[config.mk]
export PLATFORM = sky130hd
export DESIGN_NAME = dram_ctrl
export DESIGN_NICKNAME = d
export VERILOG_FILES = /design/src/rtl/dram_ctrl.sv
export SDC_FILE = /design/constraint.sdc
export NUM_CORES = 1
export LEC_CHECK = 0
export CAP_MARGIN = 20
export CORE_ASPECT_RATIO = 1.25
export CORE_UTILIZATION = 30
export CTS_BUF_LIST = sky130_fd_sc_hd__clkbuf_4 sky130_fd_sc_hd__clkbuf_8
export DETAILED_ROUTE_END_ITERATION = 10
export GPL_ROUTABILITY_DRIVEN = 0
export SYNTH_ARGS = -nofsm -noshare
export SYNTH_HDL_FRONTEND = slang
export SYNTH_SLANG_ARGS = --single-unit
[constraint.sdc]
create_clock -name CLK -period 2.15 [get_ports CLK]
set_clock_uncertainty 0.1 [all_clocks]
set_input_delay 0.43 -clock CLK [delete_from_list [all_inputs] [get_ports CLK]]
set_output_delay 0.43 -clock CLK [all_outputs]
set_load 0.02 [all_outputs]
[src/rtl/dram_ctrl.sv]
// dram_ctrl: single-outstanding-command DRAM controller.
// Programs read/write latency into MR0/MR1 at start-up, then serves one host
// read or write at a time with latency-aligned data capture and drive.
// Optional macro DRAM_CTRL_MR_READBACK_EN adds an MR readback check during
// init that raises cfg_err on a mismatch.
module dram_ctrl #(
    parameter int RL_DEF = 4,
    parameter int WL_DEF = 2
) (
    input  logic       CLK,
    input  logic       RST_N,
    input  logic       req_valid,
    output logic       req_ready,
    input  logic       req_write,
    input  logic [7:0] req_addr,
    input  logic [7:0] req_wdata,
    output logic       rsp_valid,
    output logic [7:0] rsp_rdata,
    output logic       init_done,
    output logic       wr_err,
    output logic       rd_err,
    output logic       cfg_err,
    output logic       DRAM_R,
    output logic       DRAM_W,
    output logic [7:0] DRAM_ADDR,
    output logic [7:0] DRAM_DQ_IN,
    output logic [7:0] DRAM_MR_IN,
    output logic       DRAM_MRW,
    output logic       DRAM_MRR,
    output logic       DRAM_DRIV_VALID,
    input  logic [7:0] DRAM_DQ_OUT,
    input  logic       DRAM_DQ_OE,
    input  logic       DRAM_DQ_IE,
    input  logic [7:0] DRAM_MR_OUT
);

    // A latency of zero is not meaningful to the memory, so it becomes one.
    localparam logic [7:0] RL = (RL_DEF == 0) ? 8'd1 : 8'(RL_DEF);
    localparam logic [7:0] WL = (WL_DEF == 0) ? 8'd1 : 8'(WL_DEF);
    // Wait-counter value k means "this is edge E+k", E being the command edge.
    localparam logic [8:0] RD_TIMEOUT = {1'b0, RL} + 9'd4;
    localparam logic [8:0] WR_DRIVE   = {1'b0, WL} - 9'd1;
    localparam logic [8:0] WR_CHECK   = {1'b0, WL} + 9'd1;

    typedef enum logic [2:0] {
        INIT_MR0,
        INIT_MR1,
`ifdef DRAM_CTRL_MR_READBACK_EN
        INIT_RB0,
        INIT_RB1,
`endif
        IDLE,
        RD_WAIT,
        WR_WAIT
    } state_t;

    state_t     state_q, state_d;
    logic [8:0] waitCnt_q, waitCnt_d;
    logic [7:0] wdata_q, wdata_d;
    logic       rspValid_q, rspValid_d;
    logic [7:0] rspRdata_q, rspRdata_d;
    logic       initDone_q, initDone_d;
    logic       wrErr_q, wrErr_d;
    logic       rdErr_q, rdErr_d;
    logic       dramR_q, dramR_d;
    logic       dramW_q, dramW_d;
    logic [7:0] dramAddr_q, dramAddr_d;
    logic [7:0] dramDqIn_q, dramDqIn_d;
    logic [7:0] dramMrIn_q, dramMrIn_d;
    logic       dramMrw_q, dramMrw_d;
    logic       dramMrr_q, dramMrr_d;
    logic       dramDriv_q, dramDriv_d;
`ifdef DRAM_CTRL_MR_READBACK_EN
    logic       cfgErr_q, cfgErr_d;
`else
    logic       unusedMrOut;
    assign unusedMrOut = ^DRAM_MR_OUT;
`endif

    // Next-state and next-output logic; every memory-side output idles at 0.
    always_comb begin
        state_d    = state_q;
        waitCnt_d  = waitCnt_q;
        wdata_d    = wdata_q;
        rspValid_d = 1'b0;
        rspRdata_d = 8'd0;
        initDone_d = initDone_q;
        wrErr_d    = wrErr_q;
        rdErr_d    = rdErr_q;
        dramR_d    = 1'b0;
        dramW_d    = 1'b0;
        dramAddr_d = 8'd0;
        dramDqIn_d = 8'd0;
        dramMrIn_d = 8'd0;
        dramMrw_d  = 1'b0;
        dramMrr_d  = 1'b0;
        dramDriv_d = 1'b0;
`ifdef DRAM_CTRL_MR_READBACK_EN
        cfgErr_d   = cfgErr_q;
`endif
        case (state_q)
            INIT_MR0: begin
                dramMrw_d  = 1'b1;
                dramAddr_d = 8'd0;
                dramMrIn_d = RL;
                state_d    = INIT_MR1;
            end
            INIT_MR1: begin
                dramMrw_d  = 1'b1;
                dramAddr_d = 8'd1;
                dramMrIn_d = WL;
`ifdef DRAM_CTRL_MR_READBACK_EN
                state_d    = INIT_RB0;
`else
                state_d    = IDLE;
                initDone_d = 1'b1;
`endif
            end
`ifdef DRAM_CTRL_MR_READBACK_EN
            INIT_RB0: begin
                dramMrr_d  = 1'b1;
                dramAddr_d = 8'd0;
                waitCnt_d  = 9'd0;
                state_d    = INIT_RB1;
            end
            INIT_RB1: begin
                // Step 0 issues the MR1 read; MR_OUT answers two cycles after each MRR.
                if (waitCnt_q == 9'd0) begin
                    dramMrr_d  = 1'b1;
                    dramAddr_d = 8'd1;
                    waitCnt_d  = waitCnt_q + 9'd1;
                end else if (waitCnt_q == 9'd1) begin
                    if (DRAM_MR_OUT != RL) cfgErr_d = 1'b1;
                    waitCnt_d = waitCnt_q + 9'd1;
                end else begin
                    if (DRAM_MR_OUT != WL) cfgErr_d = 1'b1;
                    state_d    = IDLE;
                    initDone_d = 1'b1;
                end
            end
`endif
            IDLE: begin
                if (req_valid) begin
                    dramAddr_d = req_addr;
                    waitCnt_d  = 9'd0;
                    if (req_write) begin
                        dramW_d = 1'b1;
                        wdata_d = req_wdata;
                        state_d = WR_WAIT;
                    end else begin
                        dramR_d = 1'b1;
                        state_d = RD_WAIT;
                    end
                end
            end
            RD_WAIT: begin
                if (DRAM_DQ_OE) begin
                    rspValid_d = 1'b1;
                    rspRdata_d = DRAM_DQ_OUT;
                    state_d    = IDLE;
                end else if (waitCnt_q == RD_TIMEOUT) begin
                    rdErr_d    = 1'b1;
                    rspValid_d = 1'b1;
                    state_d    = IDLE;
                end else begin
                    waitCnt_d = waitCnt_q + 9'd1;
                end
            end
            WR_WAIT: begin
                if (waitCnt_q == WR_DRIVE) begin
                    dramDriv_d = 1'b1;
                    dramDqIn_d = wdata_q;
                end
                if (waitCnt_q == WR_CHECK) begin
                    if (!DRAM_DQ_IE) wrErr_d = 1'b1;
                    state_d = IDLE;
                end else begin
                    waitCnt_d = waitCnt_q + 9'd1;
                end
            end
            default: state_d = INIT_MR0;
        endcase
    end

    // State and output registers; reset aborts any command and re-runs init.
    always_ff @(posedge CLK) begin
        if (!RST_N) begin
            state_q    <= INIT_MR0;
            waitCnt_q  <= 9'd0;
            wdata_q    <= 8'd0;
            rspValid_q <= 1'b0;
            rspRdata_q <= 8'd0;
            initDone_q <= 1'b0;
            wrErr_q    <= 1'b0;
            rdErr_q    <= 1'b0;
            dramR_q    <= 1'b0;
            dramW_q    <= 1'b0;
            dramAddr_q <= 8'd0;
            dramDqIn_q <= 8'd0;
            dramMrIn_q <= 8'd0;
            dramMrw_q  <= 1'b0;
            dramMrr_q  <= 1'b0;
            dramDriv_q <= 1'b0;
`ifdef DRAM_CTRL_MR_READBACK_EN
            cfgErr_q   <= 1'b0;
`endif
        end else begin
            state_q    <= state_d;
            waitCnt_q  <= waitCnt_d;
            wdata_q    <= wdata_d;
            rspValid_q <= rspValid_d;
            rspRdata_q <= rspRdata_d;
            initDone_q <= initDone_d;
            wrErr_q    <= wrErr_d;
            rdErr_q    <= rdErr_d;
            dramR_q    <= dramR_d;
            dramW_q    <= dramW_d;
            dramAddr_q <= dramAddr_d;
            dramDqIn_q <= dramDqIn_d;
            dramMrIn_q <= dramMrIn_d;
            dramMrw_q  <= dramMrw_d;
            dramMrr_q  <= dramMrr_d;
            dramDriv_q <= dramDriv_d;
`ifdef DRAM_CTRL_MR_READBACK_EN
            cfgErr_q   <= cfgErr_d;
`endif
        end
    end

    assign req_ready       = (state_q == IDLE);
    assign rsp_valid       = rspValid_q;
    assign rsp_rdata       = rspRdata_q;
    assign init_done       = initDone_q;
    assign wr_err          = wrErr_q;
    assign rd_err          = rdErr_q;
`ifdef DRAM_CTRL_MR_READBACK_EN
    assign cfg_err         = cfgErr_q;
`else
    assign cfg_err         = 1'b0;
`endif
    assign DRAM_R          = dramR_q;
    assign DRAM_W          = dramW_q;
    assign DRAM_ADDR       = dramAddr_q;
    assign DRAM_DQ_IN      = dramDqIn_q;
    assign DRAM_MR_IN      = dramMrIn_q;
    assign DRAM_MRW        = dramMrw_q;
    assign DRAM_MRR        = dramMrr_q;
    assign DRAM_DRIV_VALID = dramDriv_q;

endmodule

==> results of run 1 <==
-- registers in the layout (all words and copies together) (netlist names), 2 cells and up --
register and flops:
DRAM_DQ_IN 8, state_q 3, rsp_rdata 8, DRAM_MR_IN 2
wdata_q 8, waitCnt_q 9, DRAM_ADDR 8
-- how the worst max path moves through the flow --
stage                               to  slack (ns)  depth (start not counted)
after floorplan             wdata_q[0]        0.29                          6
after global placement    waitCnt_q[5]        0.17                          6
after detailed placement  waitCnt_q[8]        0.13                          6
after CTS                 waitCnt_q[8]        0.12                          6
after global routing      waitCnt_q[3]        0.02                          6
final                     waitCnt_q[1]        0.13                          6
-- metrics by stage --
stage	hold WS, ns	power (mW)
after CTS	0.361	2.13
after floorplan	0.330	1.29
after global placement	0.336	1.43
after detailed placement	0.341	1.44
final	0.351	2.09
after global routing	0.393	2.20
-- placed cells by master (no fill, tap or decap), drive strengths merged, types with 8 or more instances in the layout --
cell,netlist,final
and2,25,25
a21oi,8,8
conb,1,8
inv,12,12
dfxtp,54,54
nor2,19,19
clkdlybuf4s50,0,63
nor3,8,8
buf,12,19
mux2i,8,8
-- cell type report --
type / instances / area share
timing repair buffer: 83 / 0.256
tap: 90 / 0.0369
inverter: 13 / 0.0160
multi-input combinational: 135 / 0.300
clock buffer: 6 / 0.0250
sequential: 54 / 0.354
clock inverter: 2 / 0.0123
-- worst max-delay path: cells and delay by family (launching register included) --
kind                     cells  cell delay, ns
adder cells (fa/ha/maj)      1            0.19
buffers and inverters        1            0.11
flip-flops                   1            0.34
AO/OA/AOI/OAI                3            0.68
AND/OR/NAND/NOR              1            0.53
-- report_power, final --
part	internal, mW	total (mW)	switching (mW)
Combinational	0.181	0.349	0.167
Clock	0.360	0.678	0.317
Sequential	1.04	1.06	0.0249
Total	1.58	2.09	0.510
-- cells in the mapped netlist (all sizes together), types with 2 or more instances --
master and instances:
and3 3, nor4 2, ha 3, nand3b 3
and2b 2, nand2 3, a22oi 2, nand3 5
nor2 19, dfxtp 54, o211ai 4, o22ai 2
nor3 8, mux2i 8, o221ai 3, o21a 2
a21o 2, a21oi 8, and2 25, clkbuf 4
o2111ai 3, buf 12, nand2b 2, inv 12
o21ai 2
-- cells by family (layout without fill, tap and decap cells) --
kind of cell             after synthesis  in the layout  share of synthesized area
AND/OR/NAND/NOR                       81             81                      0.223
flip-flops                            54             54                      0.505
AO/OA/AOI/OAI                         34             34                      0.128
buffers and inverters                 29            104                     0.0836
multiplexers                           8              8                     0.0374
adder cells (fa/ha/maj)                3              3                     0.0175
other                                  1              8                    0.00175
XOR/XNOR                               1              1                    0.00409
-- metal layers --
layer / up-vias / routed length [um] / part of all wire
met5: - / 0 / 0
met4: 0 / 61 / 0.014
met3: 6 / 219 / 0.050
met2: 49 / 2200 / 0.50
met1: 777 / 1880 / 0.43
li1: 867 / - / -
==> impl_results.md, run 1 <==
* Syn. warnings at 0
* ANT cells at 0
* MaxCap Viol Count at 0
* Asr flop ratio synth at 0
* CTS buffer count at 5
* GRT Max-Usage Layer: met2
* WL final at 4.36 mm
* CTS tree: yes
* Placeable Area at 6930 um^2
* Kind of critical path: reg -> reg
* R2R Setup Slk at roughly 0.13 ns
* Antenna violations before repair at 0
* IO Pins at 81
* Synth Flop Type: dfxtp_1
* Grt met1 use at 0.136
* CP Launch Type: flip-flop
* Sequential cell area at 1080 um^2
* Maximum clock rate at ~500 MHz
* Crit-path cells: inv_1 > ha_1 > or4bb_1 > o211a_4 > o32a_4 > o22ai_1
* Nature of the critical path endpoint: flip-flop
* Seq/Total Area, Yosys at 0.505
* Skew-Pair Late Insertion Delay at 0.30 ns
* Nets@finish at ~330
* Worst reg2reg path depth at 6
* DR pass1 iterations at 6
* Reg clk slew, reported paths at about 0.09 ns
* CTS Root Cell: clkbuf_8
* Crit share post-route at 0.939
* Area after DPL at 2930 um^2
* Vias per cell at 4.44
* Final WS setup at 0.131 ns
* Mean post-synth cell area at 10.1 um^2
* Setup bufs post-CTS at 0
* Detail Route Antenna Nets at 0
* Die area at 7480 um^2
* Tmin final at between 2 and 2.5 ns
* Register bit total from synthesis at 54
* GR Util met3 at 0.0366
* Initial core utilization at 0.309
* Synth area leader: dfxtp_1
* Post-DP HPWL at 3.32 mm
* R2r endpoint: waitCnt_q[1]
* # DRC at 0
* Place WS at 0.130 ns
* Largest net degree at the start of global routing at 17
* Post-Syn Instances at between 200 and 250
* Placed cell count at 375
* Htree depth at 2
* Vias in the first global route at roughly 1600
* Critical Path RT at approximately 2.3 ns
* Worst hold path depth at 1
* Port bufs at between 60 and 70
* First-pass GRT wire length at 7.33 mm
* Final Slew Violations at 0
* Setup Viol. Count Final at 0
* Crit-path slowest cell: or4bb_1
* Die width at 77.6 um
* RSZ-0062 raised after global routing: false
* Clock tree buffer depth at 2
* Crit-path max FO at 8
* Final Util at 0.440
* Status: finished clean
* Critical Path Max Stage Delay at 0.53 ns
* Netlist Area Pre-Place at ~2100 um^2
* Fin area at about 3100 um^2
* FILL cells at 659
* Hold path startpoint: wdata_q[4]
* Rows at 34
* Average wire per standard cell at roughly 11 um
* CTS sink cnt at 54
* Worst reg2reg path startpoint: waitCnt_q[1]
* Static Leakage at approximately 1.2 nW
* Arrival @ worst endpoint at 2.15 ns
* Post-CTS sizing at 1
* Netlist cell types at 49
* Synth top area cells: dfxtp_1 50%, and2_1 7.3%, mux2i_1 3.7%, nor2_1 3.3%, buf_4 3.2%
* VDD IR max at 0.343 mV
* HP Class: reg -> reg
* Gr ovfl total at 0
* Ratio of cells with drive above 1 in the final layout at 0.133
* Tot GR Track Use at 0.125
* Hold Path End: DRAM_DQ_IN[4]
* Multi-input gate area at 915 um^2
* Final Hold Fails at 0
* Initial drt markers at 30
* Met2 Usage GRT at 0.226
* Vias at 1699
* Hold buffers post-CTS at 0
* Crit path launch: waitCnt_q[1]
* DIE HEIGHT at 96.4 um
* Setup TNS at 0 ns
* Post-synth EDFFs at 0
* Synth top area share at 0.505
* Pwr dens at 685 nW/um^2
* Area Overhead vs Synth at 42.6%
* Final Non-Filler Cells at roughly 380
Note: power is estimated with default switching activity, not from simulation.
==> run 2, diff against run 1 <==
TNS_END_PERCENT = 10   (was default)
==> results of run 2 <==
The final DEF is identical to that of run 1; final timing and power are the same.
==> run 3, diff against run 2 <==
CORE_UTILIZATION = 45   (was 30)
PLACE_DENSITY = 0.82   (was default)
==> run 3 against run 2 <==
Clock power is 2% higher. Setup slack got worse by 0.0083 ns. Sequential share of layout area rose by 1.3 points. Largest cell class unchanged. Critical path type is now reg -> out. Global-route usage up 5.7 points.
==> impl_results.md, run 3 (synthesis gave the netlist of run 1 again) <==
* Hold path startpoint: wdata_q[5]
* CTS tree: yes
* Post-DP HPWL at 3.27 mm (-1.4%)
* Die area at 5040 um^2 (-33%)
* # DRC at 0 (unchanged)
* R2r endpoint: waitCnt_q[4]
* Flop pwr share at 0.514 (+0.005)
* Crit-path slowest cell: dfxtp_1
* Area Overhead vs Synth at 37.7%
* Crit path capture: req_ready
* Final Slew Violations at 0 (unchanged)
* Nets@finish at 325 (-2.4%)
* Gr ovfl total at 0 (unchanged)
* Status: finished clean
* Antenna violations before repair at 0 (unchanged)
* Initial core utilization at 0.476 (+0.168)
* Die width at 63.7 um (-18%)
* Ratio of cells with drive above 1 in the final layout at 0.105 (-0.0278)
* Arrival @ worst endpoint at 1.50 ns (-0.65 ns)
* Pwr dens at 707 nW/um^2 (+3.2%)
* Htree depth at 2 (unchanged)
* Reg clk slew, reported paths at 0.10 ns (about the same)
* ANT cells at 0 (unchanged)
* Average wire per standard cell at 12.7 um (+12%)
* Static Leakage at 1.21 nW (-2.5%)
* Largest register FFs at 9 (unchanged)
* R2R Setup Slk at 0.13 ns (about the same)
* Place WS at 0.149 ns (+0.0192 ns)
* Largest Register: waitCnt_q
* Crit-path max FO at 9 (+1)
* CTS buffer count at 5 (unchanged)
* Setup TNS at 0 ns (unchanged)
* Placeable Area at 4490 um^2 (-35%)
* Commonest non-fill, non-tap cell in the layout: clkdlybuf4s50_1
* Nature of the critical path endpoint: primary output
* DIE HEIGHT at 79.1 um (-18%)
* CP Launch Type: flip-flop
* Worst path top cell family by delay: flip-flops
* CTS sink cnt at 54 (unchanged)
* Setup Viol. Count Final at 0 (unchanged)
* Total power at 2.08 mW (-0.31%)
* Maximum clock rate at 493 MHz (-0.41%)
* Vias in the first global route at 1596 (-2.9%)
* Worst reg2reg path startpoint: waitCnt_q[1]
* WL final at 4.35 mm (-0.14%)
* P_int at 1.56 mW (-1.5%)
* Final WS setup at 0.123 ns (-0.00834 ns)
* Critical Path Max Stage Delay at 0.49 ns (-0.04 ns)
* Largest net degree at the start of global routing at 19 (+2)
* Crit-path cells: nor3b_1 > dlygate4sd2_1
* Vias per cell at 5.01 (+13%)
* First-pass GRT wire length at 7.19 mm (-1.9%)
* Crit path buf inv count at 1 (unchanged)
* Critical path depth at 2 (-4)
* RSZ-0062 raised after global routing: false
* Final Hold Fails at 0 (unchanged)
* Most frequent cells in the layout: 63 x clkdlybuf4s50_1, 54 x dfxtp_1, 25 x and2_1
* Rows at 27 (-21%)
* Setup bufs post-CTS at 0 (unchanged)
* Vias at 1718 (+1.1%)
* Kind of critical path: reg -> out
* Clock share of power at 0.331 (+0.007)
* Port bufs at 64 (unchanged)
* Initial drt markers at 100 (+230%)
* Skew-Pair Late Insertion Delay at 0.31 ns (about the same)
* Detail Route Antenna Nets at 0 (unchanged)
* Combinational Power Share at 0.155 (-0.012)
* Clock tree buffer depth at 2 (unchanged)
* IO Pins at 81 (unchanged)
* Critical Path RT at 1.62 ns (-0.66 ns)
* DR pass1 iterations at 4 (-2)
* Worst reg2reg path depth at 6 (unchanged)
* Sw power at 0.526 mW (+3.3%)
* Tmin final at 2.03 ns (+0.00834 ns)
* Switch share at 0.253 (+0.00880)
* HP Class: reg -> reg
* Tot GR Track Use at 0.183 (+0.0574)
* VDD IR max at 0.362 mV (+5.3%)
* Crit share post-route at 0.943 (+0.00388)
* Crit path launch: state_q[1]
* MaxCap Viol Count at 0 (unchanged)
* CTS Root Cell: clkbuf_8
## run 3: cell types whose count changed in the layout (fill, tap and decap cells not counted), sizes merged
cell | before | now
buf | 19 | 11
clkinvlp | 1 | 0
clkinv | 1 | 2
clkbuf | 6 | 5
inv | 12 | 13
## run 3: per-stage QoR
step	cells	utilization	hold WS (ns)	cell area [um^2]
after CTS	343	0.656	0.365	2950
after global routing	343	0.656	0.381	2950
final	343	0.656	0.364	2950
after floorplan	218	-	0.330	2170
after detailed placement	335	0.630	0.339	2830
after global placement	335	0.630	0.332	2830
## run 3: how the worst min path moves through the flow
stage / end / slack (ns) / cells past startpoint
detailed placement: DRAM_DQ_IN[5] / 0.34 / 1
global placement: init_done / 0.33 / 1
finish: DRAM_DQ_IN[5] / 0.36 / 1
CTS: DRAM_DQ_IN[5] / 0.37 / 1
floorplan: DRAM_DQ_IN[0] / 0.33 / 1
global route: DRAM_DQ_IN[2] / 0.38 / 1
## run 3: cell type report
| class | count | area (um^2) |
|---|---|---|
| clock inverters | 3 | 47.5 |
| multi-input cells | 135 | 907 |
| well taps | 58 | 72.6 |
| inverters | 13 | 48.8 |
| clock buffers | 5 | 68.8 |
| repair buffers | 75 | 722 |
| fillers | 356 | 1550 |
| flip-flops and latches | 54 | 1080 |
## run 3: timing repair
item                                   CTS  global route
gates resized for setup                  1             0
hold buffers                             0             0
endpoints found under the hold margin    0             0
setup endpoints to repair                1             0
## run 3: power groups by stage
stage,clock (mW),combinational [mW],sequential [mW]
detailed placement,0,0.323,1.09
global route,0.744,0.346,1.08
finish,0.690,0.323,1.07
global placement,0,0.318,1.09
CTS,0.707,0.323,1.07
floorplan,0,0.186,1.11
## run 3: layer usage
metal / wire length [um] / GRT usage / vias to the layer above
met5: 0 / 0 / -
met4: 118 / 0.111 / 0
met3: 223 / 0.0417 / 9
met2: 2250 / 0.335 / 64
met1: 1760 / 0.185 / 788
li1: - / - / 857
